**config.mk**
```make
export PLATFORM = sky130hd
export DESIGN_NAME = uart_tx_arbiter
export DESIGN_NICKNAME = d
export VERILOG_FILES = /design/src/rtl/uart_tx_arbiter.sv
export SDC_FILE = /design/constraint.sdc
export NUM_CORES = 1
export LEC_CHECK = 0
export CORE_MARGIN = 4
export CORE_UTILIZATION = 42
export CTS_CLUSTER_DIAMETER = 80
export DETAILED_ROUTE_END_ITERATION = 7
export HOLD_SLACK_MARGIN = 0.06
export PLACE_DENSITY_LB_ADDON = 0.3
export SETUP_SLACK_MARGIN = 0.3
export SLEW_MARGIN = 20
export SYNTH_ARGS = -nofsm -noshare
export SYNTH_HDL_FRONTEND = slang
export SYNTH_SLANG_ARGS = --single-unit
```
**constraint.sdc**
```tcl
create_clock -name clk -period 2.1 [get_ports clk]
set_clock_uncertainty 0.15 [all_clocks]
set_input_delay 0.42 -clock clk [delete_from_list [all_inputs] [get_ports clk]]
set_output_delay 0.42 -clock clk [all_outputs]
set_load 0.1 [all_outputs]
```
**src/rtl/uart_tx_arbiter.sv**
```systemverilog
// Round-robin arbiter that lets NUM_REQ byte producers share one UART transmitter,
// with optional inter-frame gap and a watchdog on transmitter completion.
`timescale 1ns/1ps

module uart_tx_arbiter #(
   parameter int NUM_REQ        = 4,
   parameter int GAP_CYCLES     = 0,
   parameter int TIMEOUT_CYCLES = 65536
) (
   input  logic                 clk,
   input  logic                 rst,
   input  logic [NUM_REQ-1:0]   req_valid,
   input  logic [8*NUM_REQ-1:0] req_data,
   output logic [NUM_REQ-1:0]   req_ready,
   output logic                 tx_start,
   output logic [7:0]           tx_data,
   input  logic                 tx_done,
   output logic                 busy,
   output logic [2:0]           owner,
   output logic                 done_pulse,
   output logic                 timeout_err
);

   localparam int IDX_W = $clog2(NUM_REQ);
   localparam int TO_W  = $clog2(TIMEOUT_CYCLES);
   localparam int GAP_W = (GAP_CYCLES > 1) ? $clog2(GAP_CYCLES) : 1;

   localparam logic [TO_W-1:0]  TO_LAST  = TO_W'(TIMEOUT_CYCLES - 1);
   localparam logic [GAP_W-1:0] GAP_LAST = GAP_W'((GAP_CYCLES > 0) ? GAP_CYCLES - 1 : 0);

   typedef enum logic [1:0] {
      IDLE,
      START,
      WAIT,
      GAP
   } state_t;

   localparam state_t AFTER_FRAME = (GAP_CYCLES > 0) ? GAP : IDLE;

   state_t           state;
   state_t           state_next;
   logic [IDX_W-1:0] rr_ptr;
   logic [IDX_W-1:0] grant_idx;
   logic [IDX_W-1:0] cand;
   logic             grant_found;
   logic [TO_W-1:0]  to_cnt;
   logic [GAP_W-1:0] gap_cnt;
   logic             tx_done_q;
   logic             completion;
   logic             to_hit;

   // Only a rising edge of tx_done completes a frame, so a level left high
   // from the previous frame cannot complete the next one.
   assign completion = tx_done & ~tx_done_q;
   assign to_hit     = (to_cnt == TO_LAST);
   assign busy       = (state != IDLE);

   always_comb begin
      grant_found = 1'b0;
      grant_idx   = '0;
      cand        = '0;
      for (int k = 0; k < NUM_REQ; k++) begin
         cand = IDX_W'((int'(rr_ptr) + k) % NUM_REQ);
         if (!grant_found && req_valid[cand]) begin
            grant_found = 1'b1;
            grant_idx   = cand;
         end
      end
   end

   always_comb begin
      // NOTE: every output of this block gets a default first, so no path
      // leaves a signal unassigned and no latch is inferred.
      state_next  = state;
      req_ready   = '0;
      tx_start    = 1'b0;
      done_pulse  = 1'b0;
      timeout_err = 1'b0;
      unique case (state)
         IDLE: begin
            // rst gates the handshake: a byte must not be consumed while the
            // registers that would latch it are held in reset.
            if (grant_found && !rst) begin
               req_ready[grant_idx] = 1'b1;
               state_next           = START;
            end
         end
         START: begin
            tx_start   = 1'b1;
            state_next = WAIT;
         end
         WAIT: begin
            if (completion) begin
               done_pulse = 1'b1;
               state_next = AFTER_FRAME;
            end else if (to_hit) begin
               timeout_err = 1'b1;
               state_next  = AFTER_FRAME;
            end
         end
         GAP: begin
            if (gap_cnt == GAP_LAST) state_next = IDLE;
         end
         default: state_next = IDLE;
      endcase
   end

   // NOTE: sequential state uses non-blocking assignments so every register
   // samples the pre-edge values, independent of statement order.
   always_ff @(posedge clk or posedge rst) begin
      if (rst) state <= IDLE;
      else     state <= state_next;
   end

   always_ff @(posedge clk or posedge rst) begin
      if (rst) tx_done_q <= 1'b0;
      else     tx_done_q <= tx_done;
   end

   always_ff @(posedge clk or posedge rst) begin
      if (rst) begin
         rr_ptr  <= '0;
         tx_data <= '0;
         owner   <= '0;
      end else if (state == IDLE && grant_found) begin
         tx_data <= req_data[8*grant_idx +: 8];
         owner   <= 3'(grant_idx);
         rr_ptr  <= (grant_idx == IDX_W'(NUM_REQ - 1)) ? '0 : grant_idx + 1'b1;
      end
   end

   always_ff @(posedge clk or posedge rst) begin
      if (rst) begin
         to_cnt  <= '0;
         gap_cnt <= '0;
      end else begin
         if (state == START)     to_cnt <= '0;
         else if (state == WAIT) to_cnt <= to_cnt + 1'b1;

         if (state == WAIT)     gap_cnt <= '0;
         else if (state == GAP) gap_cnt <= gap_cnt + 1'b1;
      end
   end

endmodule
```
== Word level (Yosys, flattened, before mapping) ==
Cells that the tools add are included.

* Add/sub/neg operators: 6
* Order comparisons: 6
* Eq/ne operators: 8
* Shift operators: 1
* Multiplexer cells: 36
* Bitwise operators: 2
* Reductions and logical operators: 15

{| class="wikitable"
|+ Operator list
! kind !! number
|-
| two-way mux 16 bit || 2
|-
| indexed part select 32 x 6 -> 8 bit || 1
|-
| two-way mux 2 bit || 9
|-
| two-way mux 1 bit || 17
|-
| adder 16 x 1 -> 16 bit, second input constant || 1
|-
| equality test 16 bit, second input constant || 1
|-
| less-than comparator 2 x 3 -> 1 bit, second input constant || 5
|-
| binary-select mux 1 bit (select 2 bit) || 4
|-
| two-way mux 4 bit || 2
|-
| one-hot mux 2 bit (4 select lines) || 1
|-
| equality test 2 bit, second input constant || 3
|-
| logical AND 1 bit || 6
|-
| nonzero test 2 bit || 3
|-
| adder 2 x 1 -> 2 bit, second input constant || 2
|-
| adder 2 bit, second input constant || 2
|-
| zero test 1 bit || 4
|-
| inequality test 2 bit, second input constant || 2
|-
| inequality test 3 bit, second input constant || 1
|-
| AND reduction 3 bit || 1
|-
| demux 1 bit (select 2 bit) || 1
|-
| equality test 2 x 1 -> 1 bit, second input constant || 1
|-
| greater-or-equal comparator 2 x 1 -> 1 bit, second input constant || 1
|-
| zero test 2 bit || 1
|-
| adder 1 bit, second input constant || 1
|-
| 2 further kinds || 2
|}

* Bits in registers: 32
* Bits of input ports: 39
* Output and inout port bits: 19
* Logic and storage cells: 81

== Depth between registers and ports, before layout ==
Gate-level depths: netlist of run 1.

* Depth in word-level cells: 18
* Mapped depth: 7
* Depth with buffers taken out: 7

== Worst setup path before layout of run 1 ==
OpenSTA, ideal clock, no wires.

* Path type: register -> output
* Start: register to_cnt[4]
* End: output timeout_err
* Data arrival time: 3.975 ns
* Data required time: 1.530 ns
* Path slack: -2.445 ns
* Stages on the path, launching flop included: 4
* Path buffers: 0
* Cell sequence: dfrtp_1 and4_1 nand4_2 nor4b_1

* Longest elaborated chain between the ends: 4

{| class="wikitable"
|+ Ends and longest elaborated chain
! what !! RTL line !! text
|-
| from (decl) || 46 || <nowiki>logic [TO_W-1:0] to_cnt;</nowiki>
|-
| from (signal assigned) || 138 || <nowiki>else if (state == WAIT) to_cnt <= to_cnt + 1'b1;</nowiki>
|-
| equality test 16 bit || 55 || <nowiki>assign to_hit = (to_cnt == TO_LAST);</nowiki>
|-
| two-way mux 1 bit || 96 || <nowiki>end else if (to_hit) begin</nowiki>
|-
| two-way mux 1 bit || 93 || <nowiki>if (completion) begin</nowiki>
|-
| two-way mux 1 bit || 79 || <nowiki>unique case (state)</nowiki>
|-
| to (decl) || 21 || <nowiki>output logic timeout_err</nowiki>
|}

Every way passes these cells.

== Worst setup path after layout of run 1 ==
* Start: register rr_ptr[0]
* End: output req_ready[3]

* Longest elaborated chain between the ends: 18

{| class="wikitable"
|+ Ends and longest elaborated chain
! what !! RTL line !! text
|-
| from (decl) || 42 || <nowiki>logic [IDX_W-1:0] rr_ptr;</nowiki>
|-
| from (signal assigned) || 128 || <nowiki>rr_ptr <= (grant_idx == IDX_W'(NUM_REQ - 1)) ? '0 : grant_idx + 1'b1;</nowiki>
|-
| branches (longest 16 deep; another with less-than comparator 2 x 3 -> 1 bit) || n/a ||
|-
| two-way mux 4 bit (*) || 83 || <nowiki>if (grant_found && !rst) begin</nowiki>
|-
| two-way mux 4 bit (*) || 79 ||
|-
| to (decl) || 14 || <nowiki>output logic [NUM_REQ-1:0] req_ready,</nowiki>
|}

Every way passes the cells marked *. The select of a mux whose other input is x is not followed.

==> key figures, run 1 <==
Synth
  – Mapped Area: 1931 µm²
  – Top cell type's share of synthesized area: 41.48%
  – Post-synth cell types: 42
  – Asr flop ratio synth: 100.0%
  – Seq/Total Area, Yosys: 41.48%
  – Top FF cell, synth: dfrtp_1
  – Top-count cell post-synth: dfrtp_1
  – Syn Area/Cell: 9.150 µm²
  – Synthesized flop and latch total: 32
  – Leading cell types by count after synthesis: dfrtp_1 (32), nor2_1 (23), nand2_1 (15), a211oi_1 (14), inv_1 (14)
  – Synth Warn #: 0
  – Synthesized net count: 256
  – Post-synth EDFFs: 0
  – Area leader, netlist: dfrtp_1
  – Synth top area cells: dfrtp_1 (41%), mux2i_1 (6.2%), a211oi_1 (5.4%)
  – Mapped Cells: 211

Routing
  – Top Layer Used: met4
  – Routed wl met3: 392 µm
  – Via count: 2194
  – Met2 wire len: 3966 µm
  – Final ANT Viol Nets: 0
  – Vias per Instance: 5.728
  – Wirelength per Cell: 20.36 µm
  – DR iter-0 viols: 146
  – Wl on met1: 3029 µm
  – Pre-antenna DRT Iters: 4
  – DRC viols: 0
  – Post-Route WL: 7797 µm

GRT
  – Largest net degree at the start of global routing: 33
  – Initial antenna violation count: 0
  – Gr usage total: 22.88%
  – Total congestion overflow: 0
  – Vias in the first global route: 2135
  – Global-route wire length before repair: 10020 µm

Cells and area
  – Fraction of layout cells with a size suffix above 1: 46.22%
  – Layout area overhead: 86.58%
  – Antenna cell count: 0
  – Finished Layout Cells: 383
  – Post-layout net count: 375

Clock network
  – Longest Clk Path Bufs: 2
  – Cts bufs inserted: 5
  – Root Driver: clkbuf_8
  – Later-pin clock latency in the skew report: 280 ps
  – H-tree levels: 2
  – Clock sink count: 32
  – Worst-path clk slew: 80 ps
  – CTS tree: built
  – CTS hold repair buffers: 0

Worst setup path
  – CP Launch Point: rr_ptr[0]
  – Startpoint types: flip-flop
  – Crit path DAT: 1980 ps
  – Slowest cell on crit path: or4b_4
  – Reg2reg path depth: 7
  – Critical Path End Type: output port
  – WS Path Type: flip-flop to output port
  – Cells along the critical path: nor2b_4, or4b_4, and2_4, clkinv_4, ha_4, and3_4, buf_12
  – Crit-path max cell delay: 490 ps
  – R2r setup slk: -120 ps
  – Critical path required time: 1530 ps
  – Crit path max fanout: 2
  – Reg2Reg Launch Point: rr_ptr[0]
  – R2R Path End: tx_data[4]

Timing
  – Achievable frequency: 391.9 MHz
  – Final hold vios: 0
  – Max-slew violations: 0
  – Final setup margin: -451.5 ps
  – Setup Viol. Count Final: 12
  – Setup TNS: -2105 ps
  – Fin crit share: 121.5%
  – Final period demand of the worst path: 2551 ps
  – Unrepaired setup endpoints after global routing: yes

Run status
  – Failing checks: negative setup slack
  – Status: complete, but fails checks

Placed design
  – Port bufs: 56
  – Placed cells: 344
  – Pre-CTS setup slack: -805.4 ps
  – Detail Placement HPWL: 3899 µm
  – Final GP Congestion: 0.8516

Pwr
  – Max IR drop VDD: 0.0009946 V
  – Power per cell area: 1442 nW/µm²
  – Leak: 1.641 nW

Worst hold path
  – Hold Path Class: primary input to flip-flop
  – Hold EP: tx_done_q
  – Hold Crit Depth: 2
  – Hold path startpoint: tx_done

Floorplan
  – Die H: 75.80 µm
  – Io pins: 58
  – Row count: 24
  – Starting density of the core: 43.74%
  – Core area: 4414 µm²
  – Die Footprint: 5746 µm²
  – Width of the die: 75.80 µm

Job
  – Max-cap violations: 0
through the flow:
stage / total power [mW] / hold slack (ps) / area [µm²] / utilization, %
after floorplan: 3.013 / 301.4 / 2076 / -
after global placement: 3.857 / 321.7 / 2962 / 67.09
after detailed placement: 3.904 / 338.7 / 2962 / 67.09
after CTS: 4.810 / 337.4 / 3425 / 77.58
after global routing: 5.427 / 351.0 / 3602 / 81.60
final: 5.193 / 330.4 / 3602 / 81.60
area by class of cell:
class,count,area [µm²]
multi-input cells,157,1393
repair buffers,119,1182
fillers,229,812.0
flip-flops and latches,32,802.0
clock buffers,6,82.58
inverters,15,67.56
well taps,52,65.06
clock inverters,2,10.01
power by group:
group	total [mW]	internal (mW)	switching, mW
logic	3.71	1.47	2.24
registers	0.976	0.806	0.169
clock network	0.507	0.262	0.246
worst max-delay path by stage:
stage                   end  cells after the start  slack [ps]
6_report       req_ready[3]                      7        -450
5_1_grt        req_ready[3]                      7        -500
4_1_cts        req_ready[3]                      7        -410
3_5_place_dp   req_ready[3]                      8        -810
3_3_place_gp   req_ready[3]                      8        -760
2_1_floorplan  req_ready[0]                      7        -680
registers in the layout, indices dropped and copies added (netlist names):
register,flops
owner,2
tx_data,8
state,2
rr_ptr,2
to_cnt,16
tx_done_q,1
gap_cnt,1
repair_timing:
| action | in CTS | in global routing |
|---|---|---|
| endpoints found under the setup margin | 26 | 27 |
| pin swaps | 26 | 13 |
| gates resized for setup | 63 | 22 |
| buffers inserted | 18 | 11 |
| gates cloned | 2 | 0 |
cells in the final DEF (no fill, tap or decap), types with 4 or more instances in the layout:
cell type	count
buf_12	11
clkbuf_8	6
mux2i_1	11
nor2b_1	4
buf_6	14
and3_1	10
inv_1	8
inv_2	4
nor2_4	4
buf_4	55
nor4_4	4
a21oi_1	4
dfrtp_1	31
clkdlybuf4s50_1	33
o22ai_1	4
o21ai_0	7
ha_4	4
a211oi_2	11
nor2_1	19
xnor2_1	5
nand2_1	14
critical path, delay by kind of cell, from the launching register on:
family                     cells  cell delay [ps]
and+or+nand+nor                4              930
buffers and inverters          2              230
DFF                            1              420
adders and majority gates      1              120
kinds of logic after synthesis:
family                   share of synthesized area, %
adder cells (fa/ha/maj)                         3.888
AO/OA/AOI/OAI                                   15.36
multiplexers                                    7.388
flip-flops                                      41.48
other                                          0.1942
buffers and inverters                           4.925
AND/OR/NAND/NOR                                 23.14
XOR/XNOR                                        3.629
metal layers:
layer  track usage, %  up-vias
li1                 -      989
met1            28.24     1073
met2            40.40       98
met3            4.354       34
met4            6.408        0
met5                0        -
(Power assumes the default switching activity.)
==> inputs of run 2 (changes only) <==
Settings changed: CAP_MARGIN set to 25, RECOVER_POWER set to 50.
==> run 2 against run 1 <==
  * Cell count stayed put
  * Count of clock-buffer cells in the layout unchanged
  * Combinational power barely moved
  * Global-route usage stayed put
  * Critical path depth unchanged
  * Non-clock buffer count is the same
  * The flow still finishes with violations (negative setup slack)
  * Sequential share of layout area did not move
  * Via count is 0.27% higher
  * Sequential power is essentially flat
  * Largest power group unchanged
  * First-iteration DRC count unchanged
==> key figures, run 2 (same netlist as run 1, synthesis figures left out) <==
Cells and area
  – Top flop regs: to_cnt: 16 flops, tx_data: 8 flops
  – Commonest cells after routing, fill and taps aside: buf_4 (54), clkdlybuf4s50_1 (33), dfrtp_1 (31)
  – Finished Core Util: 81.60% (unchanged)
  – Fraction of layout cells with a size suffix above 1: 46.22% (unchanged)
  – Largest register FFs: 16 (unchanged)
  – Layout area overhead: 86.58% (unchanged)
  – Post-layout net count: 375 (unchanged)
  – Antenna cell count: 0 (unchanged)
  – Most common cell after layout, fill and taps aside: buf_4
  – Top reg by flops: to_cnt

Floorplan
  – Die H: 75.80 µm (unchanged)
  – Die Footprint: 5746 µm² (unchanged)
  – Row count: 24 (unchanged)
  – Starting density of the core: 43.74% (unchanged)
  – Io pins: 58 (unchanged)
  – Width of the die: 75.80 µm (unchanged)
  – Core area: 4414 µm² (unchanged)

Placed design
  – Detail Placement HPWL: 3899 µm (unchanged)
  – Final GP Congestion: 0.8516 (unchanged)
  – Port bufs: 56 (unchanged)

Worst setup path
  – Slowest cell on crit path: or4b_4
  – Startpoint types: flip-flop
  – WS Path Type: flip-flop to output port
  – Crit path DAT: 1980 ps (about the same)
  – Critical path required time: 1530 ps (about the same)
  – Cells along the critical path: nor2b_4, or4b_4, and2_4, clkinv_4, ha_4, and3_4, buf_12
  – Critical Path End Type: output port
  – Crit-path max cell delay: 490 ps (about the same)
  – Largest delay share family, worst path: simple AND/OR/NAND/NOR gates
  – Crit path max fanout: 2 (unchanged)
  – CP Buf/Inv Count: 2 (unchanged)

Clock network
  – Cts bufs inserted: 5 (unchanged)
  – Worst-path clk slew: 80 ps (about the same)
  – H-tree levels: 2 (unchanged)
  – Clock sink count: 32 (unchanged)
  – Later-pin clock latency in the skew report: 280 ps (about the same)
  – CTS tree: built
  – CTS hold repair buffers: 0 (unchanged)
  – Longest Clk Path Bufs: 2 (unchanged)
  – Root Driver: clkbuf_8

Timing
  – Final hold vios: 0 (unchanged)
  – Max-slew violations: 0 (unchanged)
  – Final period demand of the worst path: 2552 ps (+0.4090 ps)
  – Final setup margin: -451.9 ps (-0.4090 ps)
  – Achievable frequency: 391.9 MHz (about the same)
  – Hold slack: 348.5 ps (+18.07 ps)
  – Fin crit share: 121.5% (about the same)
  – Unrepaired setup endpoints after global routing: yes
  – Setup Viol. Count Final: 12 (unchanged)
  – Setup TNS: -2112 ps (-7.150 ps)

GRT
  – Largest net degree at the start of global routing: 33 (unchanged)
  – Vias in the first global route: 2135 (unchanged)
  – Initial antenna violation count: 0 (unchanged)
  – Total congestion overflow: 0 (unchanged)
  – Gr usage total: 22.88% (unchanged)
  – Global-route wire length before repair: 10020 µm (unchanged)

Routing
  – Final ANT Viol Nets: 0 (unchanged)
  – DR iter-0 viols: 146 (unchanged)
  – DRC viols: 0 (unchanged)
  – Wirelength per Cell: 20.33 µm (-0.12%)
  – Pre-antenna DRT Iters: 4 (unchanged)
  – Post-Route WL: 7788 µm (-0.12%)
  – Via count: 2200 (+0.27%)
  – Vias per Instance: 5.744 (+0.27%)

Pwr
  – Max IR drop VDD: 0.0009945 V (about the same)
  – Power per cell area: 1441 nW/µm² (about the same)
  – Leak: 1.641 nW (about the same)

Worst hold path
  – Hold Path Class: primary input to flip-flop

Run status
  – Status: complete, but fails checks
  – Failing checks: negative setup slack

Job
  – Max-cap violations: 0 (unchanged)
run 2: changes by cell type in the layout (fill, tap and decap cells not counted), sizes merged:
| cell | before | now |
|---|---|---|
| clkbuf | 7 | 8 |
| buf | 83 | 82 |
run 2: area by class of cell:
class,instances,area (µm²)
fill,229,812.0
inverter,15,67.56
multi-input combinational,157,1393
clock buffer,6,82.58
timing repair buffer,119,1182
sequential,32,802.0
clock inverter,2,10.01
tap,52,65.06
run 2: stage by stage:
stage                     cells  area [µm²]  setup slack (ps)  power, mW
after global routing        383        3602            -503.7      5.427
after CTS                   372        3425            -408.7      4.810
final                       383        3602            -451.9      5.191
after global placement      344        2962            -759.7      3.857
after floorplan             211        2076            -684.0      3.013
after detailed placement    344        2962            -805.4      3.904
run 2: report_power, final:
part / internal (mW) / switching (mW) / total [mW]
Combinational: 1.47 / 2.23 / 3.71
Sequential: 0.806 / 0.169 / 0.976
Clock: 0.262 / 0.246 / 0.507
Total: 2.54 / 2.65 / 5.19
run 2: layer usage:
layer | part of all wire, % | track usage [%] | vias up
met5 | 0 | 0 | -
met4 | 5.3 | 6.408 | 0
met3 | 5.2 | 4.354 | 34
met2 | 51 | 40.40 | 100
met1 | 39 | 28.24 | 1076
li1 | - | - | 990
run 2: what timing repair did:
item,CTS,global route
gates cloned,2,0
pin swaps,26,13
resized for setup,63,22
endpoints found under the setup margin,26,27
setup buffers,18,11
run 2: final timing paths:
path | slack [ps] | end | depth (start not counted) | start
max | -450 | req_ready[3] | 7 | rr_ptr[0]
min | 350 | tx_done_q | 2 | tx_done
max reg2reg | -120 | tx_data[4] | 7 | rr_ptr[0]
min reg2reg | 390 | owner[0] | 1 | owner[0]
max in group asynchronous | 940 | to_cnt[9] | 3 | rst
min in group asynchronous | 540 | state[1] | 3 | rst
run 2: worst reg2reg max path: cells and delay by family (launching register included):
kind	cells	cell delay (ps)
AND/OR/NAND/NOR	3	740
buffers and inverters	2	430
flip-flops	1	420
multiplexers	1	240
AO/OA/AOI/OAI	1	100
==> inputs of run 3 (changes only) <==
Settings changed: GPL_ROUTABILITY_DRIVEN set to 0.
Clock period 2.1 ns to 3.1 ns, I/O delays scaled along.
==> run 3 against run 2 <==
  * Flip-flop and latch count did not move
  * Largest power group unchanged
  * Non-clock buffer count down 44
  * Combinational power shrank 52%
  * The run now ends clean
  * Sequential power fell by 33%
  * First-iteration DRC count decreased by 33%
  * Clock power down 33%
  * Global-route usage decreased by 3.8 points
  * Design area shrank 20%
  * Via count is 16% lower
==> key figures, run 3 (same netlist as run 1, synthesis figures left out) <==
Run status
  – Status: finished, final reports clean

Pwr
  – Leak: 1.285 nW (-22%)
  – Power per cell area: 972.6 nW/µm² (-33%)
  – Max IR drop VDD: 0.0006088 V (-39%)

Cells and area
  – Commonest cells after routing, fill and taps aside: clkdlybuf4s50_1 (32), dfrtp_1 (31), buf_4 (25)
  – Top reg by flops: to_cnt
  – Post-layout net count: 331 (-12%)
  – Top flop regs: to_cnt: 16 flops, tx_data: 8 flops
  – Fraction of layout cells with a size suffix above 1: 22.30% (-24 points)
  – Most common cell after layout, fill and taps aside: clkdlybuf4s50_1
  – Finished Layout Cells: 339 (-11%)
  – Layout area overhead: 48.48%
  – Antenna cell count: 0 (unchanged)
  – Design area: 2867 µm² (-20%)
  – Largest register FFs: 16 (unchanged)

Placed design
  – Detail Placement HPWL: 3976 µm (+2.0%)
  – Area after DPL: 2749 µm² (-7.2%)
  – Placed cells: 331 (-3.8%)
  – Port bufs: 56 (unchanged)

Routing
  – Wirelength per Cell: 15.42 µm (-24%)
  – Pre-antenna DRT Iters: 4 (unchanged)
  – Post-Route WL: 5227 µm (-33%)
  – Final ANT Viol Nets: 0 (unchanged)
  – Via count: 1849 (-16%)
  – DRC viols: 0 (unchanged)
  – DR iter-0 viols: 98 (-33%)
  – Vias per Instance: 5.454 (-5.0%)

Worst setup path
  – Crit path DAT: 2030 ps (+50 ps)
  – Startpoint types: primary input
  – Crit path max fanout: 4 (+2)
  – Slowest cell on crit path: or4b_4
  – Crit-path max cell delay: 520 ps (+30 ps)
  – WS Path Type: primary input to output port
  – Critical path required time: 2330 ps (+800 ps)
  – Critical Path End Type: output port
  – Cells along the critical path: buf_6, nor2b_4, or4b_4, and2_4, clkinv_4, ha_4, and3_4, buf_12

Floorplan
  – Width of the die: 75.80 µm (unchanged)
  – Die Footprint: 5746 µm² (unchanged)
  – Starting density of the core: 43.74% (unchanged)
  – Die H: 75.80 µm (unchanged)
  – Core area: 4414 µm² (unchanged)
  – Row count: 24 (unchanged)
  – Io pins: 58 (unchanged)

Timing
  – Slew headroom: 20.81%
  – Fin crit share: 90.44%
  – Final period demand of the worst path: 2804 ps
  – Final hold vios: 0 (unchanged)
  – Max-slew violations: 0 (unchanged)
  – Actual slew at the worst max-slew pin: 1193 ps
  – Unrepaired setup endpoints after global routing: yes
  – Achievable frequency: 356.7 MHz
  – Setup Viol. Count Final: 0 (-12)

Clock network
  – Worst-path clk slew: 70 ps (about the same)
  – Root Driver: clkbuf_8
  – H-tree levels: 2 (unchanged)
  – Post-CTS Setup Repair Bufs: 0 (-18)
  – Longest Clk Path Bufs: 2 (unchanged)
  – CTS tree: built
  – Cts bufs inserted: 5 (unchanged)
  – Clock sink count: 32 (unchanged)
  – Later-pin clock latency in the skew report: 280 ps (about the same)

GRT
  – Initial antenna violation count: 0 (unchanged)
  – Total congestion overflow: 0 (unchanged)
  – Global-route wire length before repair: 8307 µm (-17%)
  – Gr usage total: 19.08% (-3.8 points)
  – Vias in the first global route: 1803 (-16%)
  – Largest net degree at the start of global routing: 33 (unchanged)

Job
  – Max-cap violations: 0 (unchanged)

Worst hold path
  – Hold Path Class: flip-flop to flip-flop
[run 3: timing repair]
action | CTS | global route
hold buffers | 0 | 0
pin swaps | 3 | 3
gates resized for setup | 30 | 4
setup endpoints to repair | 4 | 4
[run 3: power by group]
group | total [mW] | internal (mW) | switching [mW]
clock | 0.338 | 0.180 | 0.157
sequential | 0.656 | 0.546 | 0.110
combinational | 1.79 | 0.557 | 1.24
total | 2.79 | 1.28 | 1.50
[run 3: critical path: cells and delay by family]
kind          cells  cell delay [ps]
buf+inv           3              320
fa+ha+maj         1              100
simple gates      4             1000
[run 3: final cells by class]
cell class	instances	area, µm²
fillers	349	1548
multi-input cells	157	1130
flip-flops and latches	32	802.0
repair buffers	75	710.7
clock buffers	7	86.33
inverters	15	65.06
well taps	52	65.06
clock inverters	1	7.507
[run 3: worst paths after layout]
path	startpoint	to	slack, ps	cells after the start
hold / removal	owner[1]	owner[1]	340	2
hold reg to reg	owner[1]	owner[1]	340	2
min in group asynchronous	rst	rr_ptr[1]	910	3
max in group asynchronous	rst	rr_ptr[0]	1570	3
setup / recovery	req_valid[0]	req_ready[3]	300	8
setup reg to reg	state[0]	to_cnt[15]	660	8
[run 3: stage by stage]
step / hold WS [ps] / power (mW) / utilization (%) / setup TNS, ps / setup slack [ps]
2_1_floorplan: 336.0 / 1.963 / - / -169.1 / -92.76
3_3_place_gp: 308.6 / 2.418 / 62.27 / -482.3 / -154.4
3_5_place_dp: 320.2 / 2.448 / 62.27 / -553.4 / -168.7
4_1_cts: 335.9 / 2.824 / 65.11 / 0 / 301.6
5_1_grt: 360.4 / 2.954 / 64.94 / 0 / 269.4
6_report: 340.8 / 2.788 / 64.94 / 0 / 296.4
[run 3: per-layer routing]
layer | routed length (µm) | vias to the layer above | global-route usage [%] | part of all wire (%)
met5 | 0 | - | 0 | 0
met4 | 63 | 0 | 8.350 | 1.2
met3 | 273 | 8 | 4.617 | 5.2
met2 | 2751 | 60 | 30.89 | 53
met1 | 2138 | 880 | 24.06 | 41
li1 | - | 901 | - | -
